===== config.mk =====
export PLATFORM = sky130hd
export DESIGN_NAME = if_fetch_flat
export DESIGN_NICKNAME = d
export VERILOG_FILES = /design/src/rtl/if_fetch_pkg.sv /design/src/rtl/if_fetch_if.sv /design/src/rtl/if_fetch.sv /design/src/flat_wrapper.sv
export SDC_FILE = /design/constraint.sdc
export NUM_CORES = 1
export LEC_CHECK = 0
export ABC_AREA = 1
export CAP_MARGIN = 20
export CORE_AREA = 2 2 101 103
export CTS_BUF_LIST = sky130_fd_sc_hd__clkbuf_8 sky130_fd_sc_hd__clkbuf_16
export DETAILED_ROUTE_END_ITERATION = 16
export DIE_AREA = 0 0 103 105
export PLACE_DENSITY = 0.89
export SLEW_MARGIN = 20
export SYNTH_ARGS = -nofsm -noshare
export SYNTH_HDL_FRONTEND = slang
export SYNTH_SLANG_ARGS = --single-unit

===== constraint.sdc =====
create_clock -name clk -period 4.05 [get_ports clk]
set_input_delay 0.81 -clock clk [delete_from_list [all_inputs] [get_ports clk]]
set_output_delay 0.81 -clock clk [all_outputs]
set_load 0.1 [all_outputs]

===== src/rtl/if_fetch_pkg.sv =====
`default_nettype none
// ============================================================================
// Module   : if_fetch_pkg
// Purpose  : Shared defines for the instruction-fetch stage: reset/stall
//            polarities, bus widths, stall bit indices and the fetch FSM
//            state encoding.
// Revision : 1.0 - initial release
// ============================================================================
package if_fetch_pkg;

  localparam logic        RstEnable   = 1'b1;
  localparam logic        Stop        = 1'b1;
  localparam logic [31:0] ZeroWord    = 32'h0000_0000;
  localparam int          InstAddrBus = 31;
  localparam int          InstBus     = 31;

  // Bit positions inside the 6-bit stall vector {wb,mem,ex,id,if,pc}
  localparam int          STALL_PC    = 0;
  localparam int          STALL_IF    = 1;

  typedef enum logic [1:0] {
    REQ   = 2'd0,
    WAIT  = 2'd1,
    HOLD  = 2'd2,
    DRAIN = 2'd3
  } fetch_state_e;

endpackage
`default_nettype wire


===== src/rtl/if_fetch_if.sv =====
`default_nettype none
// ============================================================================
// Module   : if_fetch_if
// Purpose  : Byte-wide instruction memory port (request / grant / rvalid).
// Signals  : mem_req_o    fetch -> mem  byte read request
//            mem_addr_o   fetch -> mem  byte address of the request
//            mem_gnt_i    mem -> fetch  request accepted this cycle
//            mem_rvalid_i mem -> fetch  read data valid
//            mem_rdata_i  mem -> fetch  read byte
// Modports : master (fetch stage), slave (memory)
// Revision : 1.0 - initial release
// ============================================================================
interface if_fetch_if #(
  parameter int ADDR_W = 32
);

  logic              mem_req_o;
  logic [ADDR_W-1:0] mem_addr_o;
  logic              mem_gnt_i;
  logic              mem_rvalid_i;
  logic [7:0]        mem_rdata_i;

  modport master (
    output mem_req_o,
    output mem_addr_o,
    input  mem_gnt_i,
    input  mem_rvalid_i,
    input  mem_rdata_i
  );

  modport slave (
    input  mem_req_o,
    input  mem_addr_o,
    output mem_gnt_i,
    output mem_rvalid_i,
    output mem_rdata_i
  );

endinterface
`default_nettype wire


===== src/rtl/if_fetch.sv =====
`default_nettype none
// ============================================================================
// Module   : if_fetch
// Purpose  : Instruction-fetch stage. Owns the PC and assembles 32-bit
//            little-endian instructions one byte at a time from a byte-wide
//            memory port, then presents {pc, inst, valid} to IF/ID.
// Ports    : clk              rising-edge clock
//            rst              synchronous active-high reset
//            stall[5:0]       {wb,mem,ex,id,if,pc}; bit0 keeps PC, bit1 stalls IF
//            branch_flag_i    redirect pulse from ID
//            branch_target_i  redirect target (low 2 bits ignored)
//            mem              byte memory port (master side)
//            if_pc_o          PC of the presented instruction
//            if_inst_o        assembled instruction
//            if_valid_o       pc/inst form a complete fetched instruction
//            stallreq_from_if high while an instruction is being assembled
// Revision : 1.0 - initial release
// ============================================================================
module if_fetch
  import if_fetch_pkg::*;
#(
  parameter int                ADDR_W   = InstAddrBus + 1,
  parameter logic [ADDR_W-1:0] RESET_PC = '0
) (
  input  wire logic              clk,
  input  wire logic              rst,
  input  wire logic [5:0]        stall,
  input  wire logic              branch_flag_i,
  input  wire logic [ADDR_W-1:0] branch_target_i,
  if_fetch_if.master             mem,
  output logic [ADDR_W-1:0]      if_pc_o,
  output logic [InstBus:0]       if_inst_o,
  output logic                   if_valid_o,
  output logic                   stallreq_from_if
);

  fetch_state_e      state_q, state_d;
  logic [ADDR_W-1:0] pc_q,    pc_d;
  logic [1:0]        cnt_q,   cnt_d;
  logic [InstBus:0]  buf_q,   buf_d;

  // Low for the first cycle after reset so every output reads zero there;
  // the request is only raised once this flag is set.
  logic              run_q;

  logic              req_active;
  logic              granted;
  logic              presenting;

  // Upper stall bits belong to later stages; target bits [1:0] are forced
  // to zero on redirect.
  logic              stall_unused;
  assign stall_unused = ^{stall[5:2], branch_target_i[1:0]};

  assign req_active = run_q && (state_q == REQ);
  assign granted    = req_active && mem.mem_gnt_i;
  assign presenting = (state_q == HOLD);

  // --------------------------------------------------------------------------
  // State / datapath registers
  // --------------------------------------------------------------------------
  always_ff @(posedge clk) begin
    if (rst == RstEnable) begin
      state_q <= REQ;
      pc_q    <= RESET_PC;
      cnt_q   <= 2'd0;
      buf_q   <= ZeroWord;
      run_q   <= 1'b0;
    end else begin
      state_q <= state_d;
      pc_q    <= pc_d;
      cnt_q   <= cnt_d;
      buf_q   <= buf_d;
      run_q   <= 1'b1;
    end
  end

  // --------------------------------------------------------------------------
  // Next-state logic
  // --------------------------------------------------------------------------
  always_comb begin
    state_d = state_q;
    pc_d    = pc_q;
    cnt_d   = cnt_q;
    buf_d   = buf_q;

    case (state_q)
      REQ: begin
        if (granted) begin
          state_d = WAIT;
        end
      end
      WAIT: begin
        if (mem.mem_rvalid_i) begin
          buf_d[{cnt_q, 3'b000} +: 8] = mem.mem_rdata_i;
          if (cnt_q == 2'd3) begin
            state_d = HOLD;
          end else begin
            cnt_d   = cnt_q + 2'd1;
            state_d = REQ;
          end
        end
      end
      HOLD: begin
        // IF stalled, or PC kept: keep presenting the same instruction.
        if ((stall[STALL_IF] != Stop) && (stall[STALL_PC] != Stop)) begin
          pc_d    = pc_q + ADDR_W'(4);
          cnt_d   = 2'd0;
          state_d = REQ;
        end
      end
      DRAIN: begin
        if (mem.mem_rvalid_i) begin
          cnt_d   = 2'd0;
          state_d = REQ;
        end
      end
      default: begin
        state_d = REQ;
      end
    endcase

    // A redirect overrides everything above. A request the memory has already
    // accepted must still have its response swallowed, hence DRAIN.
    if (branch_flag_i) begin
      pc_d  = {branch_target_i[ADDR_W-1:2], 2'b00};
      cnt_d = 2'd0;
      buf_d = buf_q;
      case (state_q)
        REQ:         state_d = granted ? DRAIN : REQ;
        WAIT, DRAIN: state_d = mem.mem_rvalid_i ? REQ : DRAIN;
        default:     state_d = REQ;
      endcase
    end
  end

  // --------------------------------------------------------------------------
  // Outputs
  // --------------------------------------------------------------------------
  assign mem.mem_req_o  = req_active;
  assign mem.mem_addr_o = req_active ? (pc_q + {{(ADDR_W-2){1'b0}}, cnt_q}) : '0;

  assign if_valid_o       = presenting;
  assign if_pc_o          = presenting ? pc_q  : '0;
  assign if_inst_o        = presenting ? buf_q : ZeroWord;
  assign stallreq_from_if = run_q && ((state_q == REQ) || (state_q == WAIT))
                            && !branch_flag_i;

endmodule
`default_nettype wire


===== src/flat_wrapper.sv =====
// flat-port wrapper written by rule: the top's interface ports become plain ports
module if_fetch_flat import if_fetch_pkg::*;
#(
  parameter int                ADDR_W   = InstAddrBus + 1,
  parameter logic [ADDR_W-1:0] RESET_PC = '0
)
  (clk, rst, stall, branch_flag_i, branch_target_i, if_pc_o, if_inst_o, if_valid_o, stallreq_from_if, mem_mem_req_o, mem_mem_addr_o, mem_mem_gnt_i, mem_mem_rvalid_i, mem_mem_rdata_i);
  if_fetch_if #(.ADDR_W(ADDR_W)) mem_i ();
  input  wire logic clk;
  input  wire logic rst;
  input  wire logic [5:0] stall;
  input  wire logic branch_flag_i;
  input  wire logic [ADDR_W-1:0] branch_target_i;
  output logic [ADDR_W-1:0] if_pc_o;
  output logic [InstBus:0] if_inst_o;
  output logic if_valid_o;
  output logic stallreq_from_if;
  output wire logic [$bits(mem_i.mem_req_o)-1:0] mem_mem_req_o;
  output wire logic [$bits(mem_i.mem_addr_o)-1:0] mem_mem_addr_o;
  input wire logic [$bits(mem_i.mem_gnt_i)-1:0] mem_mem_gnt_i;
  input wire logic [$bits(mem_i.mem_rvalid_i)-1:0] mem_mem_rvalid_i;
  input wire logic [$bits(mem_i.mem_rdata_i)-1:0] mem_mem_rdata_i;
  assign mem_mem_req_o = mem_i.mem_req_o;
  assign mem_mem_addr_o = mem_i.mem_addr_o;
  assign mem_i.mem_gnt_i = mem_mem_gnt_i;
  assign mem_i.mem_rvalid_i = mem_mem_rvalid_i;
  assign mem_i.mem_rdata_i = mem_mem_rdata_i;
  if_fetch #(.ADDR_W(ADDR_W), .RESET_PC(RESET_PC)) u_core (.clk(clk), .rst(rst), .stall(stall), .branch_flag_i(branch_flag_i), .branch_target_i(branch_target_i), .mem(mem_i), .if_pc_o(if_pc_o), .if_inst_o(if_inst_o), .if_valid_o(if_valid_o), .stallreq_from_if(stallreq_from_if));
endmodule

==> results.ini, run 1 <==
[detailed_routing]
routed_via_density = 4.93
drt-initial-drc-count = 223
drc_errors = 0
firstDrtPassIters = 5
ant_nets = 0
postRouteWirelength_um = 12400
wl_per_cell_um = 12.9
vias = 4740

[global_route]
grt_max_degree = 65
grt_pass1_vias = 4182
grt_pass1_wl_um = 19600
met2_usage_pct = 39.0
grt_use_total_pct = 22.5
use_met3_pct = 4.35
antenna_found_initial = 0
gr-usage-met1_pct = 28.6
overflow = 0
grt-busiest-layer = met2

[clocking]
worstSkewPairLatency_ps = 360
clockBufferDepth = 2
clk_pin_slew_ps = 80
clock_sinks = 67
root_buffer = clkbuf_8
htreeDepth = 3
ctsHoldBuffers = 0
post_cts_resized = 0
numCtsBuffers = 9
cts_setup_buffers = 0
cts_tree = yes

[synthesis]
syn_avg_cell_area_um2 = 6.11
ys_seq_elements = 67
synth_area_um2 = 4280
ys_warn_count = 0
synth-edff-count = 0
synth_top_flop_cell = dfxtp_1
async_reset_ff_share_pct = 0
synthCells = 701
synth_cell_types = 35
yosysSeqAreaShare_pct = 31.3

[timing]
slew_headroom_pct = 41.3
slew_violations = 0
worst_pin_slew_ps = 880
finalSetupTns_ps = 0
hold_viol = 0
finClkSkew_ps = 11.2
finalSetupViolations = 0
fin_crit_sh_pct = 70.3
rsz0062_at_grt = false
fmax_mhz = 351
min_period_ps = 2850
finalWorstSetupSlack_ps = 1200

[setup_path]
crit_chain = nor2_1, nand2_1, buf_4, nor2_1, buf_4
worstSetupEndpointType = output port
cpPeakStageDelay_ps = 380
start_kind = flop
cp_slowest_cell = dfxtp_1
worstPathMaxFanout = 22
path_class = flop to output port
critical_path_required_ps = 3240
worstPathArrival_ps = 2040

[final_layout]
final_cell_mix = nor2_1 (171), nand2_1 (111), buf_4 (100), inv_1 (89), dfxtp_1 (67)
final_common_cell = nor2_1
drive_above_1_share_pct = 18.3
fin_nets = 881
nFillCells = 920
syn2layout_area_growth_pct = 34.3
diodes = 0

[die]
die_x_um = 103
die_area_um2 = 10800
start_util_pct = 44.4
io-pin-count = 150
fp.dieH_um = 105
fp-row-count = 36
core_area_um2 = 9640

[run]
timing.max_cap.violations = 0

[hold_path]
hp-class = flop to flop

[placed_design]
gp_congestion = 0.892
io_buffers = 141
dp_hpwl_um = 9100
dp_slack_ps = 1230

[pwr]
p_leak_nw = 2.33
ir_worst_vdd_mv = 0.176
p_per_area_nw_per_um2 = 314

[outcome]
status = finished, final reports clean

Yosys cell counts (6+ instances only):
| library cell | instances | area, um2 |
|---|---|---|
| nor2_2 | 7 | 43.8 |
| a31oi_1 | 9 | 56.3 |
| inv_1 | 89 | 334 |
| ha_1 | 6 | 75.1 |
| nand4_1 | 6 | 37.5 |
| dfxtp_1 | 67 | 1340 |
| nor2_1 | 171 | 642 |
| o21ai_1 | 10 | 50.1 |
| clkbuf_1 | 19 | 71.3 |
| a21oi_1 | 60 | 300 |
| buf_4 | 9 | 67.6 |
| nand2_1 | 111 | 417 |
| a22oi_1 | 11 | 82.6 |
| nand2_2 | 6 | 37.5 |
| nand3_1 | 44 | 220 |
| nor3_1 | 6 | 30.0 |
| o21ai_0 | 33 | 165 |
layer usage:
layer / vias to the layer above / routed length [um]
li1: 2468 / -
met1: 2087 / 5280
met2: 170 / 6080
met3: 15 / 855
met4: 0 / 163
met5: - / 0
cells by family after synthesis:
kind of cell | count (synthesis) | synth area share (%)
AO/OA/AOI/OAI | 128 | 16.7
AND/OR/NAND/NOR | 363 | 36.5
buffers and inverters | 132 | 12.9
other | 1 | 0.0876
XOR/XNOR | 4 | 0.818
adder cells (fa/ha/maj) | 6 | 1.75
flip-flops | 67 | 31.3
where the power goes:
part	switching, mW	internal [mW]
Clock	0.271	0.459
Combinational	0.262	0.107
Sequential	0.0258	0.681
Total	0.559	1.25
final cells by class:
type	count	area, um2	share of cell area, %
sequential	67	1340	23.3
tap	133	166	2.89
timing repair buffer	145	1210	21.1
clock buffer	12	165	2.87
inverter	98	380	6.61
clock inverter	4	95.1	1.65
multi-input combinational	503	2390	41.6
path summary, 6_finish.rpt:
path | startpoint | to | slack, ps | cells past startpoint
setup / recovery | u_core.state_q[1] | mem_mem_addr_o[29] | 1200 | 5
hold / removal | u_core.buf_q[7] | u_core.buf_q[7] | 460 | 2
setup reg to reg | u_core.cnt_q[0] | u_core.buf_q[7] | 1470 | 7
hold reg to reg | u_core.buf_q[7] | u_core.buf_q[7] | 460 | 2
state kept, by name (all words and copies together) (netlist names):
| name | count |
|---|---|
| u_core.buf_q | 32 |
| u_core.pc_q | 30 |
| u_core.run_q | 1 |
| u_core.cnt_q | 2 |
| u_core.state_q | 2 |
worst max-delay path, delay by kind of cell (launching register included):
family	cells	cell delay, ps
buffers and inverters	2	650
and+or+nand+nor	3	640
DFF	1	380
metrics by stage:
| step | util [%] | hold slack, ps | cells | area, um2 | total power [mW] |
|---|---|---|---|---|---|
| finish | 59.7 | 457 | 962 | 5750 | 1.81 |
| CTS | 59.7 | 456 | 962 | 5750 | 1.81 |
| global placement | 57.0 | 442 | 946 | 5490 | 1.09 |
| floorplan | - | 430 | 702 | 4290 | 0.984 |
| detailed placement | 57.0 | 447 | 946 | 5490 | 1.09 |
| global route | 59.7 | 471 | 962 | 5750 | 1.87 |
No activity file was read; power rests on OpenSTA's default activity.
==> run 2: changes to the inputs <==
--- a/config.mk
+++ b/config.mk
@@ -7,11 +7,11 @@
 export LEC_CHECK = 0
 export ABC_AREA = 1
 export CAP_MARGIN = 20
-export CORE_AREA = 2 2 101 103
+export CORE_AREA = 2 2 104 106
 export CTS_BUF_LIST = sky130_fd_sc_hd__clkbuf_8 sky130_fd_sc_hd__clkbuf_16
 export DETAILED_ROUTE_END_ITERATION = 16
-export DIE_AREA = 0 0 103 105
-export PLACE_DENSITY = 0.89
+export DIE_AREA = 0 0 106 108
+export PLACE_DENSITY = 0.88
 export SLEW_MARGIN = 20
 export SYNTH_ARGS = -nofsm -noshare
 export SYNTH_HDL_FRONTEND = slang
==> constraint.sdc (replaced) <==
create_clock -name clk -period 2.4 [get_ports clk]
set_input_delay 0.48 -clock clk [delete_from_list [all_inputs] [get_ports clk]]
set_output_delay 0.48 -clock clk [all_outputs]
set_load 0.1 [all_outputs]
==> results.ini, run 2 (same netlist as run 1, synthesis figures left out) <==
[global_route]
grt_max_degree = 33
grt_pass1_wl_um = 23500
overflow = 0
grt_use_total_pct = 25.6
grt_pass1_vias = 4776
antenna_found_initial = 0

[clocking]
htreeDepth = 3
clk_pin_slew_ps = 70
ctsHoldBuffers = 0
cts_setup_buffers = 0
clock_sinks = 67
numCtsBuffers = 9
worstSkewPairLatency_ps = 350
cts_tree = yes
post_cts_resized = 0
clockBufferDepth = 2
root_buffer = clkbuf_8

[hold_path]
hp-class = flop to flop
hold_path_end = u_core.buf_q[20]
hold_depth = 2
min_from = u_core.buf_q[20]

[placed_design]
place_area_um2 = 6940
dp_slack_ps = 227
gp_congestion = 0.972
dp_hpwl_um = 11000
io_buffers = 141

[setup_path]
r2r-start = u_core.cnt_q[1]
worstPathArrival_ps = 1800
r2r-end = u_core.buf_q[1]
start_kind = flop
cp-startpoint = u_core.state_q[1]
r2r_slack_ps = 360
path_class = flop to output port
worstPathMaxFanout = 22
critical_path_required_ps = 1920
worstSetupEndpointType = output port
r2r_cells = 7

[final_layout]
final_cell_mix = nand2_1 (111), nor2_1 (110), buf_12 (100), inv_1 (91), nor2_2 (68)
largestRegisters = u_core.buf_q (32), u_core.pc_q (30)
fin_nets = 888
diodes = 0
final_common_cell = nand2_1
drive_above_1_share_pct = 26.1
regMostFlops = u_core.buf_q
largest_reg_flops = 32
fin_area_um2 = 7150
syn2layout_area_growth_pct = 66.9

[detailed_routing]
wl_per_cell_um = 15.1
firstDrtPassIters = 5
postRouteWirelength_um = 14600
ant_nets = 0
drc_errors = 0
drt-initial-drc-count = 567
vias = 5098
routed_via_density = 5.24

[timing]
rsz0062_at_grt = false
fmax_mhz = 439
finClkSkew_ps = 15.7
slew_violations = 0
min_period_ps = 2280
fin_crit_sh_pct = 94.8
hold_viol = 0
finalWorstSetupSlack_ps = 125
finalSetupViolations = 0

[pwr]
p_leak_nw = 2.61
totalPowerFinal_mw = 2.96
netSwitchingFraction_pct = 32.9
switchingPower_mw = 0.975
ir_worst_vdd_mv = 0.272
p_per_area_nw_per_um2 = 415
power_frac_comb_pct = 25.4
p_seq_share_pct = 40.2
clock_power_share_pct = 34.3
p_int_mw = 1.99

[outcome]
status = finished, final reports clean

[run]
timing.max_cap.violations = 0

[die]
fp-row-count = 37
core_area_um2 = 10200
die_area_um2 = 11400
start_util_pct = 41.9
io-pin-count = 150
die_x_um = 106
fp.dieH_um = 108

==> run 2: changes by cell type in the layout (fill, tap and decap cells not counted) <==
cell and delta:
clkbuf_8 -3, buf_4 -92, nor2_1 -61, clkinv_2 +1, clkinvlp_4 +1, inv_1 +2
bufinv_16 -1, nor2_2 +61, buf_12 +99
==> run 2: worst max-delay path, stage by stage (launching register included) <==
cell	delay [ps]
dfxtp_1	470
nand2_4	300
buf_12	280
nor2_1	200
buf_12	210
==> run 2: final cells by class <==
type | instances | area, um2
Sequential cell | 67 | 1340
Clock inverter | 7 | 85.1
Fill cell | 732 | 3080
Clock buffer | 9 | 124
Multi-Input combinational cell | 503 | 2540
Inverter | 98 | 380
Timing Repair Buffer | 152 | 2500
Tap cell | 136 | 170
==> run 2: worst max-delay path by stage <==
stage / end / slack [ps]
4_1_cts: if_inst_o[31] / 120
3_3_place_gp: u_core.pc_q[3] / 280
3_5_place_dp: u_core.pc_q[4] / 230
6_report: if_inst_o[31] / 120
5_1_grt: if_inst_o[31] / 60
2_1_floorplan: mem_mem_addr_o[10] / -230
==> run 2: metal layers <==
layer / up-vias / routed length (um) / part of all wire [%] / GRT usage [%]
li1: 2468 / - / - / -
met1: 2321 / 5820 / 40 / 31.7
met2: 265 / 7160 / 49 / 44.3
met3: 44 / 1140 / 7.8 / 4.16
met4: 0 / 511 / 3.5 / 10.6
met5: - / 0 / 0 / 0
==> run 2: power groups by stage <==
stage	registers (mW)	clock network (mW)	logic, mW
after global routing	1.20	1.06	0.796
after CTS	1.19	1.01	0.752
final	1.19	1.02	0.753
after global placement	1.21	0	0.732
after floorplan	1.20	0	0.471
after detailed placement	1.22	0	0.746
==> run 2: metrics by stage <==
step / hold slack (ps) / cells / TNS [ps] / utilization [%]
after global placement: 457 / 956 / 0 / 67.8
after floorplan: 430 / 702 / -7030 / -
after global routing: 497 / 972 / 0 / 69.9
final: 472 / 972 / 0 / 69.9
after detailed placement: 461 / 956 / 0 / 67.8
after CTS: 471 / 972 / 0 / 69.9
==> run 3: changes to the inputs <==
--- a/config.mk
+++ b/config.mk
@@ -7,11 +7,11 @@
 export LEC_CHECK = 0
 export ABC_AREA = 1
 export CAP_MARGIN = 20
-export CORE_AREA = 2 2 104 106
+export CORE_AREA = 2 2 114 116
 export CTS_BUF_LIST = sky130_fd_sc_hd__clkbuf_8 sky130_fd_sc_hd__clkbuf_16
 export DETAILED_ROUTE_END_ITERATION = 16
-export DIE_AREA = 0 0 106 108
-export PLACE_DENSITY = 0.88
+export DIE_AREA = 0 0 116 118
+export PLACE_DENSITY = 0.76
 export SLEW_MARGIN = 20
 export SYNTH_ARGS = -nofsm -noshare
 export SYNTH_HDL_FRONTEND = slang
==> results.ini, run 3 (same netlist as run 1, synthesis figures left out) <==
[placed_design]
io_buffers = 141
dp_slack_ps = 271
gp_congestion = 0.938
dp_hpwl_um = 10900

[final_layout]
syn2layout_area_growth_pct = 70.5
final_common_cell = nand2_1
final_cell_mix = nand2_1 (111), nor2_1 (110), buf_12 (98), inv_1 (90), nor2_2 (68)
regMostFlops = u_core.buf_q
diodes = 0
fin_nets = 888
drive_above_1_share_pct = 26.2
largest_reg_flops = 32
largestRegisters = u_core.buf_q (32), u_core.pc_q (30)

[setup_path]
r2r_cells = 7
r2r-start = u_core.cnt_q[1]
r2r_slack_ps = 370
worstSetupEndpointType = output port
critical_path_required_ps = 1920
worstPathArrival_ps = 1770
start_kind = flop
path_class = flop to output port
worstPathMaxFanout = 21
r2r-end = u_core.buf_q[3]

[detailed_routing]
wl_per_cell_um = 14.3
firstDrtPassIters = 6
vias = 4975
routed_via_density = 4.94
postRouteWirelength_um = 14400
ant_nets = 0
drt-initial-drc-count = 424
drc_errors = 0

[clocking]
htreeDepth = 3
cts_setup_buffers = 0
worstSkewPairLatency_ps = 330
clockBufferDepth = 2
clock_sinks = 67
root_buffer = clkbuf_16
ctsHoldBuffers = 0
numCtsBuffers = 9
post_cts_resized = 0
cts_tree = yes
clk_pin_slew_ps = 60

[timing]
finalSetupViolations = 0
hold_viol = 0
fmax_mhz = 444
slew_violations = 0
hold_slack_ps = 463
finClkSkew_ps = 4.71
rsz0062_at_grt = false
finalWorstSetupSlack_ps = 147
min_period_ps = 2250
fin_crit_sh_pct = 93.9

[die]
fp-row-count = 41
start_util_pct = 34.5
core_area_um2 = 12400
fp.dieH_um = 118
io-pin-count = 150
die_x_um = 116
die_area_um2 = 13700

[pwr]
ir_worst_vdd_mv = 0.316
p_leak_nw = 2.67
p_per_area_nw_per_um2 = 475

[global_route]
grt-busiest-layer = met2
overflow = 0
grt_max_degree = 43
use_met3_pct = 5.25
grt_use_total_pct = 21.4
grt_pass1_vias = 4594
gr-usage-met1_pct = 28.5
met2_usage_pct = 33.4
antenna_found_initial = 0
grt_pass1_wl_um = 23200

[run]
timing.max_cap.violations = 0

[outcome]
status = finished, final reports clean

[hold_path]
hp-class = flop to flop
hold_depth = 2
hold_path_end = u_core.buf_q[31]
min_from = u_core.buf_q[31]

run 3: cell count changes in the layout (fill, tap and decap cells not counted), sizes merged:
cell / change
bufinv: +1
clkinvlp: -1
inv: -1
clkbuf: +1
run 3: worst max-delay path by stage:
stage | cells after the start | to | startpoint | slack [ps]
2_1_floorplan | 4 | mem_mem_addr_o[10] | u_core.state_q[1] | -230
3_3_place_gp | 7 | u_core.buf_q[21] | branch_flag_i | 300
3_5_place_dp | 7 | u_core.buf_q[21] | branch_flag_i | 270
4_1_cts | 5 | mem_mem_addr_o[30] | u_core.state_q[1] | 170
5_1_grt | 7 | u_core.buf_q[3] | u_core.cnt_q[1] | 30
6_report | 5 | mem_mem_addr_o[23] | u_core.state_q[1] | 150
run 3: critical path: stages, from the launching register on:
cell     delay, ps
dfxtp_1        400
nor2_1         220
nand2_1        130
buf_4          240
nor2_1         240
buf_12         210
run 3: power by group:
part | leakage (nW) | switching [mW] | internal (mW)
Combinational | 1.95 | 0.484 | 0.258
Clock | 0.174 | 0.497 | 1.04
Sequential | 0.547 | 0.0425 | 1.15
run 3: per-layer routing:
metal	vias up	wire length, um
met5	-	0
met4	0	325
met3	24	1180
met2	225	6740
met1	2253	6140
li1	2473	-
run 3: area by class of cell:
type / instances / area (um2)
clock buffer: 10 / 239
clock inverter: 6 / 104
fill: 1121 / 5110
inverter: 98 / 380
multi-input combinational: 503 / 2540
sequential: 67 / 1340
tap: 172 / 215
timing repair buffer: 152 / 2480
run 3: per-stage QoR:
step	std cells	area [um2]	TNS (ps)	util, %	total power [mW]
floorplan	702	4440	-7030	-	1.67
global placement	992	6960	0	56.1	1.95
detailed placement	992	6960	0	56.1	1.96
CTS	1008	7300	0	58.8	3.47
global route	1008	7300	0	58.8	3.60
finish	1008	7300	0	58.8	3.47
